$ cat config.mk
export PLATFORM = sky130hd
export DESIGN_NAME = csa_accumulator
export DESIGN_NICKNAME = d
export VERILOG_FILES = /design/src/rtl/csa_accumulator_pkg.sv /design/src/rtl/csa_accumulator_adder.sv /design/src/rtl/csa_accumulator.sv
export SDC_FILE = /design/constraint.sdc
export NUM_CORES = 1
export LEC_CHECK = 0
export CAP_MARGIN = 20
export CORE_MARGIN = 2
export CORE_UTILIZATION = 30
export CTS_CLUSTER_DIAMETER = 200
export DETAILED_ROUTE_END_ITERATION = 10
export HOLD_SLACK_MARGIN = 0.12
export PLACE_DENSITY_LB_ADDON = 0.2
export SETUP_SLACK_MARGIN = 0.05
export SLEW_MARGIN = 20
export SYNTH_ARGS = -nofsm -noshare
export SYNTH_HDL_FRONTEND = slang
export SYNTH_SLANG_ARGS = --single-unit
$ cat constraint.sdc
create_clock -name clk_i -period 6.2 [get_ports clk_i]
set_clock_uncertainty 0.2 [all_clocks]
set_input_delay 0.62 -clock clk_i [delete_from_list [all_inputs] [get_ports clk_i]]
set_output_delay 0.62 -clock clk_i [all_outputs]
set_load 0.02 [all_outputs]
$ cat src/rtl/csa_accumulator_pkg.sv
// ---------------------------------------------------------------------------
// csa_accumulator_pkg
// Shared definitions for the carry-select accumulator:
//   - default DATA_WIDTH / BLOCK_WIDTH / COUNT_WIDTH constants
//   - the three-state controller encoding (IDLE, ACCUM, DONE)
// ---------------------------------------------------------------------------
package csa_accumulator_pkg;

   localparam int DEF_DATA_WIDTH  = 32;
   localparam int DEF_BLOCK_WIDTH = 4;
   localparam int DEF_COUNT_WIDTH = 8;

   typedef enum logic [1:0] {
      ST_IDLE  = 2'd0,
      ST_ACCUM = 2'd1,
      ST_DONE  = 2'd2
   } state_t;

endpackage : csa_accumulator_pkg

$ cat src/rtl/csa_accumulator_adder.sv
// ---------------------------------------------------------------------------
// carry_select_adder
// Purely combinational carry-select adder. The operands are split into
// DATA_WIDTH/BLOCK_WIDTH blocks; each block precomputes its sum for both
// possible incoming carries and the real carry picks one of them.
//
// Ports:
//   operand_a_i  DATA_WIDTH  first addend
//   operand_b_i  DATA_WIDTH  second addend
//   carry_i      1           carry into the least-significant block
//   sum_o        DATA_WIDTH  sum modulo 2^DATA_WIDTH
//   carry_o      1           carry out of the most-significant block
// ---------------------------------------------------------------------------
module carry_select_adder
   import csa_accumulator_pkg::*;
#(
   parameter int DATA_WIDTH  = DEF_DATA_WIDTH,
   parameter int BLOCK_WIDTH = DEF_BLOCK_WIDTH
) (
   input  logic [DATA_WIDTH-1:0] operand_a_i,
   input  logic [DATA_WIDTH-1:0] operand_b_i,
   input  logic                  carry_i,
   output logic [DATA_WIDTH-1:0] sum_o,
   output logic                  carry_o
);

   localparam int NUM_BLOCKS = DATA_WIDTH / BLOCK_WIDTH;

   // A partial last block would silently drop or mis-align bits.
   if ((DATA_WIDTH % BLOCK_WIDTH) != 0) begin : g_width_check
      $error("carry_select_adder: DATA_WIDTH (%0d) must be a multiple of BLOCK_WIDTH (%0d)",
             DATA_WIDTH, BLOCK_WIDTH);
   end

   always_comb begin
      logic                 w_carry;
      logic [BLOCK_WIDTH:0] w_sum_c0;
      logic [BLOCK_WIDTH:0] w_sum_c1;
      // NOTE: every variable written here gets a value before any branch or
      // loop reads it, and the chain uses blocking '=' so each block sees the
      // carry produced by the block below it in the same evaluation; a
      // missing default would infer a latch.
      sum_o    = '0;
      w_carry  = carry_i;
      w_sum_c0 = '0;
      w_sum_c1 = '0;
      for (int b = 0; b < NUM_BLOCKS; b++) begin
         w_sum_c0 = {1'b0, operand_a_i[b*BLOCK_WIDTH +: BLOCK_WIDTH]}
                  + {1'b0, operand_b_i[b*BLOCK_WIDTH +: BLOCK_WIDTH]};
         w_sum_c1 = w_sum_c0 + (BLOCK_WIDTH+1)'(1);
         sum_o[b*BLOCK_WIDTH +: BLOCK_WIDTH] = w_carry ? w_sum_c1[BLOCK_WIDTH-1:0]
                                                       : w_sum_c0[BLOCK_WIDTH-1:0];
         w_carry = w_carry ? w_sum_c1[BLOCK_WIDTH] : w_sum_c0[BLOCK_WIDTH];
      end
      carry_o = w_carry;
   end

endmodule : carry_select_adder

$ cat src/rtl/csa_accumulator.sv
// ---------------------------------------------------------------------------
// csa_accumulator
// Sums num_terms_i unsigned operands arriving over a valid/ready handshake,
// one per cycle at most, using a single combinational carry-select adder
// feeding the accumulator register. Reports the sum modulo 2^DATA_WIDTH and
// a sticky overflow flag, held until the downstream consumer takes it.
//
// Ports:
//   clk_i            1            clock, rising edge
//   rst_n_i          1            synchronous active-low reset
//   start_i          1            begin accumulation (IDLE only)
//   num_terms_i      COUNT_WIDTH  number of operands, sampled with start_i
//   operand_i        DATA_WIDTH   unsigned operand
//   operand_valid_i  1            operand_i is valid
//   operand_ready_o  1            operand accepted this cycle (state==ACCUM)
//   result_o         DATA_WIDTH   accumulated sum
//   overflow_o       1            sticky carry-out flag
//   result_valid_o   1            result is final (state==DONE)
//   result_ready_i   1            downstream consumes the result
//   busy_o           1            state is not IDLE
// ---------------------------------------------------------------------------
module csa_accumulator
   import csa_accumulator_pkg::*;
#(
   parameter int DATA_WIDTH  = DEF_DATA_WIDTH,
   parameter int BLOCK_WIDTH = DEF_BLOCK_WIDTH,
   parameter int COUNT_WIDTH = DEF_COUNT_WIDTH
) (
   input  logic                   clk_i,
   input  logic                   rst_n_i,
   input  logic                   start_i,
   input  logic [COUNT_WIDTH-1:0] num_terms_i,
   input  logic [DATA_WIDTH-1:0]  operand_i,
   input  logic                   operand_valid_i,
   output logic                   operand_ready_o,
   output logic [DATA_WIDTH-1:0]  result_o,
   output logic                   overflow_o,
   output logic                   result_valid_o,
   input  logic                   result_ready_i,
   output logic                   busy_o
);

   state_t                 r_state;
   state_t                 w_state_next;
   logic [DATA_WIDTH-1:0]  r_acc;
   logic [COUNT_WIDTH-1:0] r_count;
   logic                   r_overflow;

   logic [DATA_WIDTH-1:0]  w_sum;
   logic                   w_carry;
   logic                   w_handshake;
   logic                   w_start;
   logic                   w_last_term;

   carry_select_adder #(
      .DATA_WIDTH  (DATA_WIDTH),
      .BLOCK_WIDTH (BLOCK_WIDTH)
   ) u_adder (
      .operand_a_i (r_acc),
      .operand_b_i (operand_i),
      .carry_i     (1'b0),
      .sum_o       (w_sum),
      .carry_o     (w_carry)
   );

   assign operand_ready_o = (r_state == ST_ACCUM);
   assign result_valid_o  = (r_state == ST_DONE);
   assign busy_o          = (r_state != ST_IDLE);
   assign result_o        = r_acc;
   assign overflow_o      = r_overflow;

   assign w_start     = (r_state == ST_IDLE) && start_i;
   assign w_handshake = operand_valid_i && operand_ready_o;
   assign w_last_term = (r_count == COUNT_WIDTH'(1));

   always_comb begin
      w_state_next = r_state;
      unique case (r_state)
         ST_IDLE: begin
            if (start_i) begin
               w_state_next = (num_terms_i == '0) ? ST_DONE : ST_ACCUM;
            end
         end
         ST_ACCUM: begin
            if (w_handshake && w_last_term) begin
               w_state_next = ST_DONE;
            end
         end
         ST_DONE: begin
            if (result_ready_i) begin
               w_state_next = ST_IDLE;
            end
         end
         default: w_state_next = ST_IDLE;
      endcase
   end

   // NOTE: state registers use non-blocking '<=' so every register samples
   // the pre-edge values of the others, matching the hardware.
   always_ff @(posedge clk_i) begin
      if (!rst_n_i) begin
         r_state    <= ST_IDLE;
         r_acc      <= '0;
         r_count    <= '0;
         r_overflow <= 1'b0;
      end else begin
         r_state <= w_state_next;
         if (w_start) begin
            r_acc      <= '0;
            r_overflow <= 1'b0;
            r_count    <= num_terms_i;
         end else if (w_handshake) begin
            r_acc      <= w_sum;
            r_overflow <= r_overflow | w_carry;
            r_count    <= r_count - COUNT_WIDTH'(1);
         end
      end
   end

endmodule : csa_accumulator

== Word-level counts from Yosys, hierarchy flattened ==
Cells that the tools add are included.
Storage, ports and cells
  bits in registers: 43
  bits of input ports: 45
  output and inout bits: 36
  word-level logic and storage cells: 58
Cells by class
  add/sub/neg operators: 16
  equal/unequal tests: 6
  muxes and demuxes: 21
  bitwise logic cells: 2
  reductions and logical operators: 9
Operator list (count)
  adder 4 x 4 -> 5 bit: 8
  adder 5 x 1 -> 5 bit (second input constant): 7
  two-way mux 4 bit: 7
  two-way mux 8 bit: 2
  == test 8 x 1 -> 1 bit (second input constant): 1
  logical NOT 8 bit: 1
  two-way mux 2 bit: 4
  subtractor 8 x 1 -> 8 bit (second input constant): 1
  two-way mux 1 bit: 7
  one-hot mux 2 bit (3 select lines): 1
  inequality test 2 x 1 -> 1 bit (second input constant): 2
  nonzero test 2 bit: 2
  logical AND 1 bit: 3
  AND reduction 3 bit: 1
  == test 2 x 1 -> 1 bit (second input constant): 1
  == test 2 bit (second input constant): 1
  logical NOT 2 bit: 1
  inequality test 2 bit (second input constant): 1
  OR reduction 2 bit: 1
  inverter 1 bit: 1
  OR 1 bit: 1

== Logic depth before layout (Yosys ltp) ==
  word-level depth: 10
  mapped depth: 16
  gate-level depth less buffers: 16

== Modules after synthesis ==
Synthesis repeated with hierarchy kept, for this count alone.
Second synthesis, totals
  cells, all modules: 433
  area total of the unflattened synthesis: 3616.0 um^2
By module, submodules not included
  csa_accumulator: times used 1, cells each 230, area an instance 1809.2 um^2
  carry_select_adder: times used 1, cells each 203, area an instance 1806.7 um^2

== Least setup slack after synthesis ==
Ideal clock, no wire load.
  path kind: input-to-reg
  start point: in operand_i[4]
  end point: reg r_acc[30] (netlist: result_o[30])
  setup time: 0.060 ns
  data arrival time: 4.323 ns
  required time: 5.940 ns
  slack: 1.616 ns
  stages on the path: 16
  buffers on the path: 0
  cell sequence: ha_1 > inv_1 > fa_1 > inv_1 > ha_1 > nand2_1 > nor4b_4 > xor2_1 > nand4_1 > mux2i_2 > mux2i_2 > mux2i_4 > mux2i_4 > xnor2_4 > a2111oi_0 > a311o_1
On the way
  cells in the longest elaborated chain, start to end: 9
Ends and longest elaborated chain
  start, declared: RTL line csa_accumulator.sv:33  | input logic [DATA_WIDTH-1:0] operand_i,
  adder 4 x 4 -> 5 bit (*): RTL line csa_accumulator_adder.sv:49  | + {1'b0, operand_b_i[b*BLOCK_WIDTH +: BLOCK_WIDTH]};
  adder 5 x 1 -> 5 bit: RTL line csa_accumulator_adder.sv:50  | w_sum_c1 = w_sum_c0 + (BLOCK_WIDTH+1)'(1);
  two-way mux 1 bit (*) (6 in a row): RTL line csa_accumulator_adder.sv:53  | w_carry = w_carry ? w_sum_c1[BLOCK_WIDTH] : w_sum_c0[BLOCK_WIDTH];
  two-way mux 4 bit (*): RTL line csa_accumulator_adder.sv:51  | sum_o[b*BLOCK_WIDTH +: BLOCK_WIDTH] = w_carry ? w_sum_c1[BLOCK_WIDTH-1:0]
  end signal, assigned: RTL line csa_accumulator.sv:113  | r_acc <= w_sum;
  end, declared: RTL line csa_accumulator.sv:45  | logic [DATA_WIDTH-1:0] r_acc;
Every way passes the cells marked *; elsewhere a longest branch is shown, timed or not.
A chain may end at the register's enable or synchronous reset.

== Worst setup path in the final report ==
  start point: in operand_i[0]
  end point: reg r_acc[30] (netlist: result_o[30])
On the way
  cells in the longest elaborated chain, start to end: 8
Ends and longest elaborated chain (RTL line)
  adder 4 x 4 -> 5 bit: csa_accumulator_adder.sv:49
  two-way mux 1 bit (6 in a row): csa_accumulator_adder.sv:53
  two-way mux 4 bit: csa_accumulator_adder.sv:51
Every way passes these cells.

==> impl_metrics.json <==
{
  "layout.nets": 562,
  "hold_violations": 0,
  "power_switching_mw": 0.2644,
  "ff_latch_area_um2": 860.8,
  "crit_fanout": 6,
  "fmax_mhz": 192.8,
  "final_layout_size_suffix_gt1_frac": 0.03412,
  "yosysSeqAreaShare": 0.2536,
  "fin_cells": 609,
  "r2r_setup_slack_ns": 1.46,
  "arrival_ns": 5.16,
  "cts_resized": 0,
  "nFillCells": 1160,
  "die_h_um": 110.4,
  "end_kind": "register",
  "reg2reg_from": "result_o[4]",
  "power_frac_comb": 0.317,
  "critPathLaunchType": "input pin",
  "syn2layout_area_growth_pct": 31.40,
  "diodes": 0,
  "holdPathStages": 2,
  "synth.cell_area_um2": 3395,
  "fin_crit_sh": 0.8367,
  "grt_pass1_vias": 2869,
  "wl_mm": 8.043,
  "reg2reg_depth": 15,
  "synth-main-ff-cell": "dfxtp_1",
  "synth_cells": 394,
  "critical_path_required_ns": 6.17,
  "hold_path.class": "register to register",
  "ys_warn_count": 0,
  "grt_max_degree": 53,
  "drt_iter0_drc": 89,
  "clock_path_buffers": 2,
  "tritoncts.num_buffers": 5,
  "synth_edf_count": 0,
  "ant_nets": 0,
  "std_cell_rows": 38,
  "reg2reg_to": "result_o[30]",
  "finalWeightedCongestion": 0.7952,
  "drv_cap": 0,
  "start_util": 0.3104,
  "via_count": 3006,
  "cts-hold-fix-buffers": 0,
  "seqPwrFrac": 0.373,
  "cts_setup_buffers": 0,
  "synth-async-reset-ratio": 0,
  "design.die.area_um2": 12180,
  "internal-power_mw": 0.5659,
  "power_density_nw_per_um2": 186.1,
  "holdPathEnd": "result_o[3]",
  "slowest_delay_ns": 0.50,
  "p_leak_nw": 1.792,
  "crit_slowest_cell": "clkdlybuf4s50_1",
  "multi_input_area_um2": 2407,
  "setup_violations": 0,
  "wl_per_cell_um": 13.21,
  "holdWs_ns": 0.2702,
  "final_util": 0.4079,
  "max_slew_margin": 0.3208,
  "coreArea_um2": 10940,
  "finalCriticalPeriod_ns": 5.188,
  "crit_buf_inv": 2,
  "cts_max_level": 2,
  "vdd_ir_drop_max_mv": 0.1061,
  "tritoncts": "built",
  "drc": 0,
  "cts.reportedPaths.clkPinSlew_ns": 0.06,
  "syn_avg_cell_area_um2": 8.615,
  "synth-seq-cells": 43,
  "grt_util_all_layers": 0.1337,
  "hp-start": "result_o[3]",
  "worst_pin_slew_ns": 1.016,
  "viasPerCell": 4.936,
  "clock_sinks": 43,
  "final.setup.tns_ns": 0,
  "drt_pass1_iterations": 4,
  "synth_nets": 488,
  "yosysUniqueCellTypes": 47,
  "die_w_um": 110.4,
  "dp_cells": 601,
  "grt_setup_unrepaired": "no",
  "swShare": 0.3184,
  "num_io_pins": 81,
  "total_power_mw": 0.8303,
  "clk_root_buffer_cell": "clkbuf_16",
  "path_class": "input pin to register",
  "cp_cell_sequence": "clkdlybuf4s50_1, ha_1, inv_1, fa_1, nand2b_1, a21oi_2, nor4b_4, xor2_1, nand4_1, mux2i_2, mux2i_2, mux2i_4, mux2i_4, xnor2_4, a2111oi_0, a311o_1",
  "portBuffers": 80,
  "pwr-share-clk": 0.309,
  "grt_antenna_before_repair": 0,
  "status": "finished, final reports clean",
  "hpwlAfterDp_mm": 6.148,
  "clkLatencyLatePin_ns": 0.28,
  "grt_pass1_wl_mm": 12.92,
  "critPathTopFamily": "multiplexers",
  "grt_overflow_total": 0,
  "maxSlewViolCount": 0
}
## cell usage in the layout, fill, tap and decap left out, types with 15 or more instances in the layout
| cell type | n |
|---|---|
| a21oi_1 | 32 |
| xor2_1 | 17 |
| dfxtp_1 | 43 |
| clkdlybuf4s50_1 | 80 |
| a211oi_1 | 15 |
| nand2_1 | 27 |
| ha_1 | 41 |
| inv_1 | 20 |
| xnor2_1 | 23 |
| nor2_1 | 35 |
## cell usage after synthesis (3+ instances only)
library cell / n / area [um^2]
a211oi_1: 15 / 112.6
a21boi_0: 3 / 22.52
a21o_1: 13 / 97.59
a21oi_1: 32 / 160.2
a221oi_1: 3 / 26.28
a31oi_1: 3 / 18.77
and2_1: 4 / 25.02
and3_1: 3 / 18.77
clkbuf_1: 12 / 45.04
dfxtp_1: 43 / 860.8
fa_1: 8 / 160.2
ha_1: 41 / 513.0
inv_1: 20 / 75.07
mux2i_1: 7 / 70.07
nand2_1: 27 / 101.4
nand2b_1: 4 / 25.02
nand3_1: 11 / 55.05
nand4_1: 4 / 25.02
nor2_1: 35 / 131.4
nor2b_1: 10 / 62.56
nor3_1: 12 / 60.06
nor4_1: 4 / 25.02
o21ai_0: 13 / 65.06
xnor2_1: 23 / 201.4
xor2_1: 17 / 148.9
## worst max-delay path by stage
stage	startpoint	endpoint	slack (ns)	depth (start not counted)
2_1_floorplan	operand_i[4]	result_o[30]	1.62	16
3_3_place_gp	operand_i[0]	result_o[30]	0.75	16
3_5_place_dp	operand_i[0]	result_o[30]	0.67	16
4_1_cts	operand_i[0]	result_o[30]	0.96	16
5_1_grt	operand_i[0]	result_o[30]	0.71	16
6_report	operand_i[0]	result_o[30]	1.01	16
## registers in the layout (all words and copies together) (netlist names)
| register | flops |
|---|---|
| overflow_o | 1 |
| r_count | 8 |
| r_state | 2 |
| result_o | 32 |
## cell type report
| cell class | count | area share |
|---|---|---|
| timing repair buffer | 80 | 0.1795 |
| clock inverter | 1 | 0.001122 |
| inverter | 21 | 0.01767 |
| sequential | 43 | 0.1930 |
| clock buffer | 7 | 0.02973 |
| multi-input combinational | 317 | 0.5397 |
| tap | 140 | 0.03927 |
## power by group through the flow
stage / clock [mW] / sequential [mW] / combinational (mW)
finish: 0.257 / 0.310 / 0.264
floorplan: 0 / 0.324 / 0.164
global placement: 0 / 0.316 / 0.262
CTS: 0.265 / 0.310 / 0.267
detailed placement: 0 / 0.316 / 0.265
global route: 0.274 / 0.313 / 0.295
## metal layers
layer,share of wire,track usage
met1,0.46,0.1701
met5,0,0
met2,0.49,0.2318
met3,0.035,0.02058
met4,0.016,0.04196
## metrics by stage
| step | cell area (um^2) | setup slack, ns |
|---|---|---|
| finish | 4461 | 1.012 |
| detailed placement | 4323 | 0.6663 |
| global route | 4461 | 0.7062 |
| floorplan | 3395 | 1.616 |
| global placement | 4323 | 0.7546 |
| CTS | 4461 | 0.9642 |
## worst register-to-register path, delay by kind of cell (launching register included)
| kind | cells | cell delay (ns) |
|---|---|---|
| compound gates | 2 | 0.48 |
| xor+xnor | 3 | 0.81 |
| buf+inv | 1 | 0.06 |
| simple gates | 3 | 0.65 |
| fa+ha+maj | 2 | 0.60 |
| flops | 1 | 0.38 |
| mux | 4 | 1.47 |
## cells by family (layout without fill, tap and decap cells)
group	Yosys count	after routing	share of synthesized area
AOI/OAI and AO/OA	96	96	0.1825
buffers and inverters	34	109	0.03759
muxes	11	11	0.04202
xor gates and xnor gates	41	41	0.1113
and+or+nand+nor	120	120	0.1747
DFF	43	43	0.2536
adders and majority gates	49	49	0.1983
Power figures use the tool's default switching activity.
